===== src/rtl/match_feeder.sv =====
// Keypoint FIFO and frame-boundary sequencer feeding the matcher's
// flag/next handshake; holds next-frame keypoints until the matcher acks.
module match_feeder #(
    parameter int DEPTH  = 16,
    parameter int ADDR_W = 4
) (
    input  logic              i_clk,
    input  logic              i_rst,
    input  logic              i_valid,
    input  logic              i_frame_end,
    input  logic [9:0]        i_coor_x,
    input  logic [9:0]        i_coor_y,
    input  logic [7:0]        i_score,
    input  logic [255:0]      i_descriptor,
    output logic              o_ready,
    output logic              o_overflow,
    output logic [ADDR_W:0]   o_count,
    output logic              o_flag,
    output logic [9:0]        o_coor_x,
    output logic [9:0]        o_coor_y,
    output logic [7:0]        o_score,
    output logic [255:0]      o_descriptor,
    input  logic              i_next,
    output logic              o_frame_next,
    input  logic              i_end
);

    localparam int ENTRY_W = 286;

    typedef enum logic {
        FEED = 1'b0,
        FEND = 1'b1
    } state_t;

    state_t              r_state;
    state_t              w_state_nxt;
    logic [ENTRY_W-1:0]  r_mem [DEPTH];
    logic [ADDR_W-1:0]   r_wr_ptr;
    logic [ADDR_W-1:0]   r_rd_ptr;
    logic [ADDR_W:0]     r_count;
    logic                r_overflow;

    logic                w_wr_req;
    logic                w_full;
    logic                w_empty;
    logic                w_push;
    logic                w_pop;
    logic [ENTRY_W-1:0]  w_wdata;
    logic [ENTRY_W-1:0]  w_head;
    logic                w_head_last;
    logic                w_head_feat;
    logic                w_show;

    // Count never exceeds DEPTH (a power of two), so its MSB marks full.
    assign w_full   = r_count[ADDR_W];
    assign w_empty  = (r_count == '0);
    assign w_wr_req = i_valid | i_frame_end;
    assign w_push   = w_wr_req & ~w_full;

    always_comb begin
        w_wdata = '0;
        if (i_valid) begin
            w_wdata = {i_frame_end, 1'b1, i_coor_x, i_coor_y,
                       i_score, i_descriptor};
        end else begin
            w_wdata[ENTRY_W-1] = 1'b1;
        end
    end

    always_ff @(posedge i_clk) begin
        if (w_push) begin
            r_mem[r_wr_ptr] <= w_wdata;
        end
    end

    assign w_head      = r_mem[r_rd_ptr];
    assign w_head_last = w_head[285];
    assign w_head_feat = w_head[284];

    always_ff @(posedge i_clk) begin
        if (i_rst) begin
            r_state    <= FEED;
            r_wr_ptr   <= '0;
            r_rd_ptr   <= '0;
            r_count    <= '0;
            r_overflow <= 1'b0;
        end else begin
            r_state <= w_state_nxt;
            if (w_push) begin
                r_wr_ptr <= r_wr_ptr + 1'b1;
            end
            if (w_pop) begin
                r_rd_ptr <= r_rd_ptr + 1'b1;
            end
            r_count <= r_count + {{ADDR_W{1'b0}}, w_push}
                               - {{ADDR_W{1'b0}}, w_pop};
            if (w_wr_req && w_full) begin
                r_overflow <= 1'b1;
            end
        end
    end

    // Flag and frame_next are mutually exclusive by construction of the FSM.
    always_comb begin
        w_state_nxt  = r_state;
        w_pop        = 1'b0;
        w_show       = 1'b0;
        o_frame_next = 1'b0;
        unique case (r_state)
            FEED: begin
                if (!w_empty) begin
                    if (w_head_feat) begin
                        w_show = 1'b1;
                        if (i_next) begin
                            w_pop = 1'b1;
                            if (w_head_last) begin
                                w_state_nxt = FEND;
                            end
                        end
                    end else begin
                        w_pop       = 1'b1;
                        w_state_nxt = FEND;
                    end
                end
            end
            FEND: begin
                o_frame_next = 1'b1;
                if (i_end) begin
                    w_state_nxt = FEED;
                end
            end
            default: begin
                w_state_nxt = FEED;
            end
        endcase
    end

    assign o_flag       = w_show;
    assign o_coor_x     = w_show ? w_head[283:274] : '0;
    assign o_coor_y     = w_show ? w_head[273:264] : '0;
    assign o_score      = w_show ? w_head[263:256] : '0;
    assign o_descriptor = w_show ? w_head[255:0]   : '0;
    assign o_ready      = ~w_full;
    assign o_overflow   = r_overflow;
    assign o_count      = r_count;

endmodule

===== config.mk =====
export PLATFORM = sky130hd
export DESIGN_NAME = match_feeder
export DESIGN_NICKNAME = d
export VERILOG_FILES = /design/src/rtl/match_feeder.sv
export SDC_FILE = /design/constraint.sdc
export NUM_CORES = 2
export LEC_CHECK = 0
export CORE_MARGIN = 2
export CORE_UTILIZATION = 40
export CTS_CLUSTER_DIAMETER = 40
export DETAILED_ROUTE_END_ITERATION = 16
export DONT_BUFFER_PORTS = 1
export PLACE_DENSITY = 0.59
export SETUP_SLACK_MARGIN = 0.05
export SYNTH_ARGS = -nofsm -noshare
export SYNTH_HDL_FRONTEND = slang
export SYNTH_MEMORY_MAX_BITS = 65536
export SYNTH_SLANG_ARGS = --single-unit

===== constraint.sdc =====
create_clock -name i_clk -period 25.5 [get_ports i_clk]
set_input_delay 5.1 -clock i_clk [delete_from_list [all_inputs] [get_ports i_clk]]
set_output_delay 5.1 -clock i_clk [all_outputs]
set_load 0.01 [all_outputs]

==> metrics list <==
* Status: finished clean
* Startpoint types: register
- Fraction of the mapped netlist area in adder cells: 0.0896%
* Commonest non-fill, non-tap cell in the layout: sky130_fd_sc_hd__edfxtp_1
* Multi-input gate area in the final layout: roughly 36000 um^2
- Number of cells upsized or downsized after cts: 0
* Post-CTS setup repair buffer count: 0
* Crit end category: primary output
* Number of buffers and inverters on the critical path: 6
- Portion of the clock cycle consumed by the worst path in the final layout: a little over 50%
* Cell type with the highest occurrence count on the critical path: sky130_fd_sc_hd__buf_4
- In this run, synthesis produced a sequential element count of 4595.
* Number of cells in the finished layout apart from fillers: 13.9k
* Synthesized Nets: ~7.4k
- For this run, the top clock speed supported by timing is between 0.07 and 0.08 GHz.
- From bottom edge to top edge, the die measures 667 um.
- Summing the areas of all compound-gate instances in the mapped netlist gives 0.0491% of the synthesized area.
- Data arrives at the worst endpoint at roughly 8 ns.
- Count of cell types in the netlist: 31
- Final Instance Area: 203000 um^2
- At the pin with the least slew margin, the transition time is 1.16 ns.
- FF+latch area: 138000 um^2
- Number of I/O port buffers: 0
* Number of detailed-routing iterations run before antenna repair: 5
- In this run the power density over the cells is roughly 110 nW/um^2.
- On the final layout, the worst hold slack is about 0.55 ns.
* Core Area: around 440000 um^2
* Number of instances in the synthesized netlist: ~7.1k
- TritonCTS created 580 clock buffers.
- Xor/xnor share of the synthesized area: less than 1%
* Net count reported at finish: just under 8k
- The floorplan step defined a die boundary enclosing around 450000 um^2.
* Number of global-route vias before repair: roughly 82k
* Worst vdd ir: between 0.00009 and 0.0001 V
- Count of fill cells added during filler insertion: around 35k
- Reg2Reg Setup Slack: about 20 ns
* Leak: 62.1 nW
- The routed design has approximately 430000 um of wire.
- In this run, the clock network consumes a little under two fifths of the power.
- Starting DRT DRC Count: between 8k and 9k
- The synthesized netlist devotes 2.15% of its cell area to simple gates.
- Along the worst path, the maximum fanout reaches 140.
* Row cnt: approximately 240
- P_int: roughly 16 mW
* Total global routing overflow: 0
* Fraction of final layout cells with drive strength greater than 1: 32.3%
- Routability-driven placement finished with a final weighted congestion of approximately 0.73.
- Die X-Extent: ~670 um
* Post-placement setup slack: about 13 ns
- Overall power of the completed layout: around 22 mW
- The first global-routing pass estimated ~610000 um of wire.
* Layout overhead on the synthesized area: 15.6%
- By area, the combinational part of the netlist is dominated by multiplexers.
* Critical path capture point: o_descriptor[75]
- Routed wire length per instance: about 31 um
- The final route contains a little under 80k vias.
- TritonCTS built the clock tree.
* Net switching power: between 5 and 6 mW
- CP Class: reg2out
- In the post-route analysis, the smallest setup slack over all paths is between 10 and 15 ns.
* Cell Chain, Critical Path: buf_4 -> buf_4 -> buf_12 -> buf_4 -> buf_4 -> buf_4 -> mux4_2 -> mux4_2 -> nor2b_1
- Headroom to the max-slew limit: 22.4%
- The number of cells on the worst reg-to-reg path is 7.
* Commonest cells after routing, fill and taps aside: 4576 x sky130_fd_sc_hd__edfxtp_1, 1428 x sky130_fd_sc_hd__mux4_2, 581 x sky130_fd_sc_hd__clkbuf_16
* Largest net degree at the start of global routing: 304
- In this design, the largest share of critical-path delay is due to buffers and inverters.
- The number of pins exceeding their max-slew limit in the final report came to 0.
* Number of remaining DRC errors: 0
- The tool flagged a number of max-cap violations equal to 0.
- RSZ-0062 raised after global routing: no
* Post-synthesis area per instance: roughly 25 um^2
- Multiplexer share of the synthesized area: 18.3%
- Setup violations remaining at the end of the flow were counted as 0.
- Detailed Place HPWL: roughly 220000 um
- CTS HTree Levels: 6
- Clock tree synthesis found a total of roughly 4.6k sinks.
* Number of synthesis warnings: 0
- Antenna violation net count after detailed routing: 0
* Final min period: 13.25 ns
* Total routing resource utilization after global routing: approximately a fifth
- The clock passes through at most 4 buffers.
- Combinational logic burns around 20% of the power.
- Cell chosen for the clock root: sky130_fd_sc_hd__clkbuf_16
- In this run switching power makes up about 27% of total power.
- Worst path depth: 9
* Cell count after placement: 12.7k
* Required time of the worst setup path: between 20 and 25 ns
- The total count of hold-check failures in the final report is 0.
* Register area share after synthesis: roughly 78%
- Clock edge transition at the registers on the reported setup and hold paths: 0.05 ns
* Vias/cell: 5.62
- The largest single stage delay on the critical path is about 1 ns.
- For the final routed database, the setup TNS stands at 0 ns.
* Cell area reported after detailed placement: 183000 um^2
- Type of the worst min-delay path: reg2reg
* CTS Hold Buffers Added: 0
- RR Endpoint: r_mem[12][83]
- Once layout is complete, the utilization of the core stands at a little under half.
* Effective utilization at floorplan: ~40%
- Between clock sinks in the finished design, the worst skew comes to roughly 0.066 ns.
* Antenna violations before repair: 172
- Sequential share of power: about two fifths
* R2r startpoint: o_count[4]
* Clock insertion delay at the later pin of the skew report: between 1 and 1.5 ns
- Slowest cell on crit path: sky130_fd_sc_hd__dfxtp_4
* IO Count: approximately 600
- Mapped Area: around 180000 um^2
==> flip-flops by register name, summed over array words and instances, names as in the netlist, named ones only <==
signal      flops
r_rd_ptr        4
r_mem        4576
o_count         5
r_wr_ptr        4
r_state         1
o_overflow      1
==> synth_stat cells <==
| master | instances | share of area (%) |
|---|---|---|
| sky130_fd_sc_hd__edfxtp_1 | 4576 | 78 |
| sky130_fd_sc_hd__mux4_2 | 1428 | 18 |
| sky130_fd_sc_hd__nor2b_1 | 288 | 1.0 |
| sky130_fd_sc_hd__and2_1 | 284 | 1.0 |
| sky130_fd_sc_hd__clkbuf_1 | 174 | 0.37 |
| sky130_fd_sc_hd__buf_2 | 145 | 0.41 |
| sky130_fd_sc_hd__buf_1 | 36 | 0.077 |
| sky130_fd_sc_hd__nor2_1 | 30 | 0.064 |
| sky130_fd_sc_hd__buf_4 | 20 | 0.085 |
| sky130_fd_sc_hd__dfxtp_1 | 19 | 0.22 |
| sky130_fd_sc_hd__buf_6 | 11 | 0.070 |
| sky130_fd_sc_hd__ha_1 | 11 | 0.078 |
| sky130_fd_sc_hd__inv_1 | 11 | 0.023 |
| sky130_fd_sc_hd__mux2i_1 | 6 | 0.034 |
| sky130_fd_sc_hd__a21oi_1 | 5 | 0.014 |
| sky130_fd_sc_hd__nand2_1 | 5 | 0.011 |
| sky130_fd_sc_hd__nand2b_1 | 5 | 0.018 |
| sky130_fd_sc_hd__xnor2_1 | 5 | 0.025 |
| sky130_fd_sc_hd__nor3_1 | 4 | 0.011 |
| sky130_fd_sc_hd__xor2_1 | 3 | 0.015 |
| sky130_fd_sc_hd__nand4_1 | 2 | 0.0071 |
| sky130_fd_sc_hd__o21ai_0 | 2 | 0.0057 |
| sky130_fd_sc_hd__a21o_1 | 1 | 0.0043 |
| sky130_fd_sc_hd__a221oi_4 | 1 | 0.015 |
| sky130_fd_sc_hd__a31o_1 | 1 | 0.0050 |
| sky130_fd_sc_hd__a31o_2 | 1 | 0.0050 |
| sky130_fd_sc_hd__fa_1 | 1 | 0.011 |
| sky130_fd_sc_hd__mux2_1 | 1 | 0.0064 |
| sky130_fd_sc_hd__mux2_2 | 1 | 0.0064 |
| sky130_fd_sc_hd__mux2_4 | 1 | 0.0085 |
| sky130_fd_sc_hd__or2_1 | 1 | 0.0036 |
==> cell families after synthesis <==
kind of cell | count (synthesis)
buffers and inverters | 397
and+or+nand+nor | 619
xor gates and xnor gates | 8
muxes | 1437
adders and majority gates | 12
AOI/OAI and AO/OA | 11
DFF | 4595
==> worst min path at each step <==
stage	start	to	slack, ns	depth (start not counted)
finish	r_rd_ptr[1]	register	0.55	2
global route	r_rd_ptr[1]	register	0.59	2
CTS	r_rd_ptr[1]	register	0.55	2
global placement	r_rd_ptr[1]	register	0.53	2
detailed placement	r_rd_ptr[1]	register	0.54	2
floorplan	o_overflow	o_overflow	0.47	2
==> metal layers <==
layer / global-route usage [%] / wire (um) / vias to the layer above
met5: 0 / 364 / -
met2: 31.4 / 214000 / 3046
li1: - / - / 31300
met4: 6.88 / 15100 / 62
met3: 3.71 / 29000 / 851
met1: 25.3 / 171000 / 42700
==> layout make-up <==
class	instances	area share (%)
inverter	11	0.0203
antenna	76	0.0935
tap	5880	3.62
sequential	4595	67.7
timing repair buffer	175	0.757
multi-input combinational	2087	17.9
clock inverter	432	2.59
clock buffer	630	7.24
==> power groups by stage <==
stage          clock (mW)  sequential [mW]  combinational [mW]
2_1_floorplan           0             9.16                3.23
3_3_place_gp            0             9.06                4.42
3_5_place_dp            0             9.08                4.47
4_1_cts              8.43             8.92                4.48
5_1_grt              8.74             8.95                4.64
6_report             8.28             8.92                4.37
==> worst reg2reg max path, cell delays in order, from the launching register on <==
cell	delay (ns)
sky130_fd_sc_hd__dfxtp_1	0.45
sky130_fd_sc_hd__nor2_1	0.56
sky130_fd_sc_hd__nand2_1	0.41
sky130_fd_sc_hd__nor2_4	0.88
sky130_fd_sc_hd__buf_4	0.76
sky130_fd_sc_hd__buf_4	0.80
sky130_fd_sc_hd__buf_4	0.80
sky130_fd_sc_hd__buf_4	0.86
Note: power is estimated with default switching activity, not from simulation.
